$ cat src/rtl/pwm_pkg.sv
// Shared mode encodings and capture FSM states for pwm_capture and timer_counter.
package pwm_pkg;

  localparam logic [1:0] MODE_OFF    = 2'b00;
  localparam logic [1:0] MODE_SINGLE = 2'b01;
  localparam logic [1:0] MODE_CONT   = 2'b10;

  typedef enum logic [1:0] {
    IDLE,
    ARM,
    HIGH,
    LOW
  } state_t;

  function automatic logic is_capture_mode(input logic [1:0] m);
    return (m == MODE_SINGLE) || (m == MODE_CONT);
  endfunction

endpackage

$ cat src/rtl/sync_edge_detect.sv
// Multi-flop synchroniser with single-cycle rise/fall strobes; strobes appear
// SYNC_STAGES clocks after the pin changes. No backpressure, no glitch filter.
module sync_edge_detect #(
  parameter int SYNC_STAGES = 2
) (
  input  logic clk,
  input  logic reset,
  input  logic sig,
  output logic rise,
  output logic fall
);

  logic [SYNC_STAGES-1:0] sync;
  logic                   prev;
  logic                   level;

  assign level = sync[SYNC_STAGES-1];
  assign rise  = level & ~prev;
  assign fall  = ~level & prev;

  always_ff @(posedge clk) begin
    if (!reset) begin
      sync <= '0;
      prev <= 1'b0;
    end else begin
      sync <= {sync[SYNC_STAGES-2:0], sig};
      prev <= level;
    end
  end

endmodule

$ cat src/rtl/pwm_capture.sv
// Measures period and high time of pwm_in in prescaled ticks; results land one clock
// after the synchronised edge (SYNC_STAGES+1 clocks from the pin). No backpressure.
module pwm_capture
  import pwm_pkg::*;
#(
  parameter int SYNC_STAGES = 2,
  parameter int CNT_W       = 32
) (
  input  logic             clk,
  input  logic             reset,
  input  logic [1:0]       control,
  input  logic [CNT_W-1:0] prescalor,
  input  logic [CNT_W-1:0] timeout,
  input  logic             pwm_in,
  output logic [CNT_W-1:0] period,
  output logic [CNT_W-1:0] high_time,
  output logic             valid,
  output logic             capture_int,
  output logic             timeout_flag,
  output logic             busy
);

  state_t           state, state_nxt;
  logic [1:0]       prev_mode;
  logic [CNT_W-1:0] cnt_pres, cnt_pres_nxt;
  logic [CNT_W-1:0] count, count_nxt, count_inc;
  logic [CNT_W-1:0] high_cnt, high_cnt_nxt;
  logic [CNT_W-1:0] period_nxt, high_time_nxt;
  logic             valid_nxt, int_nxt, tflag_nxt;
  logic             tick, rise, fall;

  sync_edge_detect #(
    .SYNC_STAGES(SYNC_STAGES)
  ) u_sync (
    .clk  (clk),
    .reset(reset),
    .sig  (pwm_in),
    .rise (rise),
    .fall (fall)
  );

  assign tick      = (cnt_pres == prescalor);
  // Captures include the edge cycle's own tick, so an H-clock pulse at prescalor=0 reads H.
  assign count_inc = (tick && (count != '1)) ? count + CNT_W'(1) : count;
  assign busy      = (state != IDLE);

  always_comb begin
    state_nxt     = state;
    cnt_pres_nxt  = '0;
    count_nxt     = count;
    high_cnt_nxt  = high_cnt;
    period_nxt    = period;
    high_time_nxt = high_time;
    valid_nxt     = 1'b0;
    int_nxt       = capture_int;
    tflag_nxt     = 1'b0;

    if (control != prev_mode) begin
      state_nxt = is_capture_mode(control) ? ARM : IDLE;
      count_nxt = '0;
      int_nxt   = 1'b0;
    end else if (state != IDLE) begin
      cnt_pres_nxt = (cnt_pres >= prescalor) ? '0 : cnt_pres + CNT_W'(1);
      count_nxt    = count_inc;
      if (rise && (state == HIGH || state == LOW)) begin
        period_nxt    = count_inc;
        high_time_nxt = (state == HIGH) ? count_inc : high_cnt;
        valid_nxt     = 1'b1;
        int_nxt       = 1'b1;
        count_nxt     = '0;
        cnt_pres_nxt  = '0;
        state_nxt     = (control == MODE_CONT) ? HIGH : IDLE;
      end else if (rise && state == ARM) begin
        count_nxt    = '0;
        cnt_pres_nxt = '0;
        state_nxt    = HIGH;
      end else if (fall && state == HIGH) begin
        high_cnt_nxt = count_inc;
        state_nxt    = LOW;
      end else if (!(rise || fall) && timeout != '0 && count == timeout) begin
        tflag_nxt    = 1'b1;
        count_nxt    = '0;
        cnt_pres_nxt = '0;
        state_nxt    = ARM;
      end
    end
  end

  always_ff @(posedge clk) begin
    if (!reset) begin
      state        <= IDLE;
      prev_mode    <= MODE_OFF;
      cnt_pres     <= '0;
      count        <= '0;
      high_cnt     <= '0;
      period       <= '0;
      high_time    <= '0;
      valid        <= 1'b0;
      capture_int  <= 1'b0;
      timeout_flag <= 1'b0;
    end else begin
      state        <= state_nxt;
      prev_mode    <= control;
      cnt_pres     <= cnt_pres_nxt;
      count        <= count_nxt;
      high_cnt     <= high_cnt_nxt;
      period       <= period_nxt;
      high_time    <= high_time_nxt;
      valid        <= valid_nxt;
      capture_int  <= int_nxt;
      timeout_flag <= tflag_nxt;
    end
  end

endmodule

$ cat config.mk
export PLATFORM = sky130hd
export DESIGN_NAME = pwm_capture
export DESIGN_NICKNAME = d
export VERILOG_FILES = /design/src/rtl/pwm_pkg.sv /design/src/rtl/sync_edge_detect.sv /design/src/rtl/pwm_capture.sv
export SDC_FILE = /design/constraint.sdc
export NUM_CORES = 1
export LEC_CHECK = 0
export BUFFER_PORTS_ARGS = -buffer_cell sky130_fd_sc_hd__buf_2
export CORE_MARGIN = 2
export CORE_UTILIZATION = 60
export CTS_CLUSTER_SIZE = 20
export DETAILED_ROUTE_END_ITERATION = 8
export MAX_ROUTING_LAYER = met4
export PLACE_DENSITY = 0.9
export SYNTH_ARGS = -nofsm -noshare
export SYNTH_HDL_FRONTEND = slang
export SYNTH_SLANG_ARGS = --single-unit
$ cat constraint.sdc
create_clock -name clk -period 6.6 [get_ports clk]
set_input_delay 0.33 -clock clk [delete_from_list [all_inputs] [get_ports clk]]
set_output_delay 0.33 -clock clk [all_outputs]
set_load 0.05 [all_outputs]
==> flow_summary.yaml <==
status:
  status: "finished clean"
route:
  detail_route.wirelength_um: 25600
  dr.first_iter.drc_count: 1045
  routed_wire_length_per_instance_um: 19.1
  detail_route.vias_per_cell: 6.48
  drt_pass1_iterations: 6
  routed-via-count: 8672
  drc_errors: 0
  antenna_violating_nets_post_route: 0
yosys:
  synth.cell_area_um2: 9030
  synth.area.top_cells: "sky130_fd_sc_hd__dfxtp_1, sky130_fd_sc_hd__xnor2_1, sky130_fd_sc_hd__ha_1, sky130_fd_sc_hd__nand3_1, sky130_fd_sc_hd__nor4_1"
  share_of_yosys_cell_area_claimed_by_the_top_area_cell_type: 0.377
  post_synthesis_cell_type_count: 62
  netlist_instances: 1062
  syn-num-nets: 1168
  ys_async_rst_share: 0
  synth-seq-cells: 170
  synth-seq-area-share: 0.377
  synth_compound_area_frac: 0.176
  synthXorXnorAreaFrac: 0.0848
  synth-main-ff-cell: "sky130_fd_sc_hd__dfxtp_1"
  yosys.area.top_type: "sky130_fd_sc_hd__dfxtp_1"
  ys_warn_count: 0
  avgSynthCellArea_um2: 8.50
  synth-edff-count: 0
  main_combinational_cell_family_by_area_after_synthesis: "simple AND/OR/NAND/NOR gates"
  simple_gate_share_of_the_synthesized_area: 0.243
  synth-adder-area-share: 0.0513
  yosys-mux-area-fraction: 0.00665
clock_network:
  h-tree-depth: 4
  clock_tree_from_tritoncts: "yes"
  clk_path_buf_depth: 2
  insertion_delay_ps: 430
  tritoncts_num_sinks: 170
  cts.repair.resized: 0
  cts-buffers-inserted: 17
  cts.reportedPaths.clkPinSlew_ps: 60
  post_cts_buffers: 0
  cts_root_buffer: "sky130_fd_sc_hd__clkbuf_16"
  postCtsHoldBufs: 0
sta:
  timing_max_transition_violations_final: 0
  fin_skew_ps: 10.5
  maxSlewHeadroom: 0.187
  tns_ps: 0
  post-route-min-period_ps: 3330
  worst_slew_pin_slew_ps: 1220
  rsz0062_at_grt: "false"
  setup-violations-final: 0
  period_share: 0.505
  count_of_endpoints_failing_hold_in_the_final_timing_report: 0
  maxClockFrequency_ghz: 0.300
critical_path:
  critical_path.max_stage_delay_ps: 1070
  required_ps: 6880
  path_cells: "nand4_2 > nor3_1 > and3_1 > nor3_1 > xnor2_1 > o221ai_1"
  crit_path_top_delay_cell: "sky130_fd_sc_hd__and3_1"
  worstSetupPathType: "register to register"
  crit_fanout: 31
  timing.critical_path.arrival_ps: 3610
  endpoint_kind: "register"
  worst_setup_path_start_kind: "register"
  critical_path.most_common_cell: "sky130_fd_sc_hd__nor3_1"
cells_and_area:
  final.fill_count: 1148
  layout-area-overhead-vs-synth_pct: 14.2
  antenna-diode-count: 0
  postLayoutCellArea_um2: 10300
  layout-drive-gt1-share: 0.194
  layout.nets: 1248
floorplan:
  die_height_um: 127
  floorplan.initialDensity: 0.616
  fp.dieArea_um2: 16000
  dieWidth_um: 127
  io_pins: 137
  core_area_um2: 14600
  core.rowCount: 44
power_and_ir_drop:
  vdd_drop_max_uv: 201
  power.leakage_nw: 3.99
  power_per_cell_area_nw_per_um2: 214
placed_design:
  portBuffers: 136
  hpwlAfterDp_um: 17200
  gpl.final_weighted_congestion: 1.04
  postPlaceCellArea_um2: 9680
worst_hold_path:
  hold_path_class: "input pin to register"
global_routing:
  overflow: 0
  grt_first_pass_wirelength_um: 41200
  antenna_violations_before_repair: 0
  largest_net_degree_at_the_start_of_global_routing: 96
  grt_pass1_vias: 8185
  all_layer_gr_usage: 0.331
job:
  max_cap_violation_count: 0
metrics by stage:
step	total power [mW]	hold slack, ps	cells	setup slack [ps]	util
3_3_place_gp	1.17	438	1307	3410	0.661
6_report	2.21	124	1338	3270	0.704
4_1_cts	2.21	118	1338	3340	0.704
2_1_floorplan	1.12	412	1062	4240	-
5_1_grt	2.27	121	1338	3050	0.704
3_5_place_dp	1.17	441	1307	3300	0.661
Yosys cell counts, types with 14 or more instances:
| master | n |
|---|---|
| sky130_fd_sc_hd__o221ai_1 | 14 |
| sky130_fd_sc_hd__nand3_1 | 69 |
| sky130_fd_sc_hd__buf_2 | 22 |
| sky130_fd_sc_hd__and3_1 | 18 |
| sky130_fd_sc_hd__dfxtp_1 | 170 |
| sky130_fd_sc_hd__o21ai_1 | 18 |
| sky130_fd_sc_hd__xnor2_1 | 59 |
| sky130_fd_sc_hd__inv_1 | 50 |
| sky130_fd_sc_hd__ha_1 | 37 |
| sky130_fd_sc_hd__clkbuf_1 | 54 |
| sky130_fd_sc_hd__nor2_1 | 69 |
| sky130_fd_sc_hd__a31oi_1 | 30 |
| sky130_fd_sc_hd__nor4_1 | 55 |
| sky130_fd_sc_hd__a21o_1 | 14 |
| sky130_fd_sc_hd__a21oi_1 | 45 |
| sky130_fd_sc_hd__a211oi_1 | 22 |
| sky130_fd_sc_hd__nand4_1 | 28 |
| sky130_fd_sc_hd__o21ai_0 | 56 |
| sky130_fd_sc_hd__xor2_1 | 21 |
| sky130_fd_sc_hd__nor3_1 | 30 |
| sky130_fd_sc_hd__nand2_1 | 45 |
metal layers:
layer  track usage  up-vias  wire length, µm
met1         0.420     4039            10600
met3        0.0692      103             2300
met4         0.154        0             1120
li1              -     4030                -
met5             -        -                0
met2         0.511      500            11600
worst max-delay path: cells and delay by family (launching register included):
family          cells  cell delay [ps]
simple gates        4             2090
flops               1              510
xor+xnor            1              390
compound gates      1              190
state kept, by name (all words and copies together) (netlist names):
| signal | flops |
|---|---|
| u_sync.prev | 1 |
| high_cnt | 32 |
| valid | 1 |
| count | 32 |
| capture_int | 1 |
| u_sync.sync | 2 |
| timeout_flag | 1 |
| cnt_pres | 32 |
| prev_mode | 2 |
| period | 32 |
| high_time | 32 |
| state | 2 |
report_power, final:
| group | leakage, nW | internal [mW] | switching (mW) | total, mW |
|---|---|---|---|---|
| logic | 2.32 | 0.0409 | 0.0797 | 0.121 |
| registers | 1.37 | 1.03 | 0.00266 | 1.03 |
| clock network | 0.294 | 0.638 | 0.420 | 1.06 |
logic make-up (layout without fill, tap and decap cells):
kind of cell / Yosys count / in the layout
compound gates: 245 / 245
xor+xnor: 84 / 84
fa+ha+maj: 37 / 37
buf+inv: 137 / 229
flops: 170 / 170
mux: 6 / 6
simple gates: 383 / 383
worst paths after layout:
kind / start / to / slack [ps] / cells past startpoint
max: count[24]$_SDFFE_PP0N_ / high_time[11]$_SDFFE_PN0P_ / 3270 / 6
min: pwm_in / u_sync.sync[0]$_SDFF_PN0_ / 120 / 2
max reg2reg: count[24]$_SDFFE_PP0N_ / high_time[11]$_SDFFE_PN0P_ / 3270 / 6
min reg2reg: u_sync.sync[0]$_SDFF_PN0_ / u_sync.sync[1]$_SDFF_PN0_ / 440 / 1
area by class of cell:
class / count / area [µm²] / share of cell area
Clock buffer: 19 / 433 / 0.0420
Clock inverter: 12 / 188 / 0.0182
Inverter: 50 / 188 / 0.0182
Multi-Input combinational cell: 755 / 5090 / 0.494
Sequential cell: 170 / 3400 / 0.330
Tap cell: 184 / 230 / 0.0223
Timing Repair Buffer: 148 / 771 / 0.0748
layout by cell type (no fill, tap or decap), types with 18 or more instances in the layout:
master and instances:
sky130_fd_sc_hd__a21oi_1 44, sky130_fd_sc_hd__dfxtp_1 170, sky130_fd_sc_hd__xor2_1 21, sky130_fd_sc_hd__nor3_1 29, sky130_fd_sc_hd__nand4_1 28, sky130_fd_sc_hd__buf_2 136
sky130_fd_sc_hd__nor4_1 55, sky130_fd_sc_hd__inv_1 50, sky130_fd_sc_hd__o21ai_0 56, sky130_fd_sc_hd__nand2_1 45, sky130_fd_sc_hd__a31oi_1 29, sky130_fd_sc_hd__ha_1 37
sky130_fd_sc_hd__o21ai_1 18, sky130_fd_sc_hd__nand3_1 68, sky130_fd_sc_hd__xnor2_1 59, sky130_fd_sc_hd__a211oi_1 22, sky130_fd_sc_hd__nor2_1 69
Power figures use the tool's default switching activity.
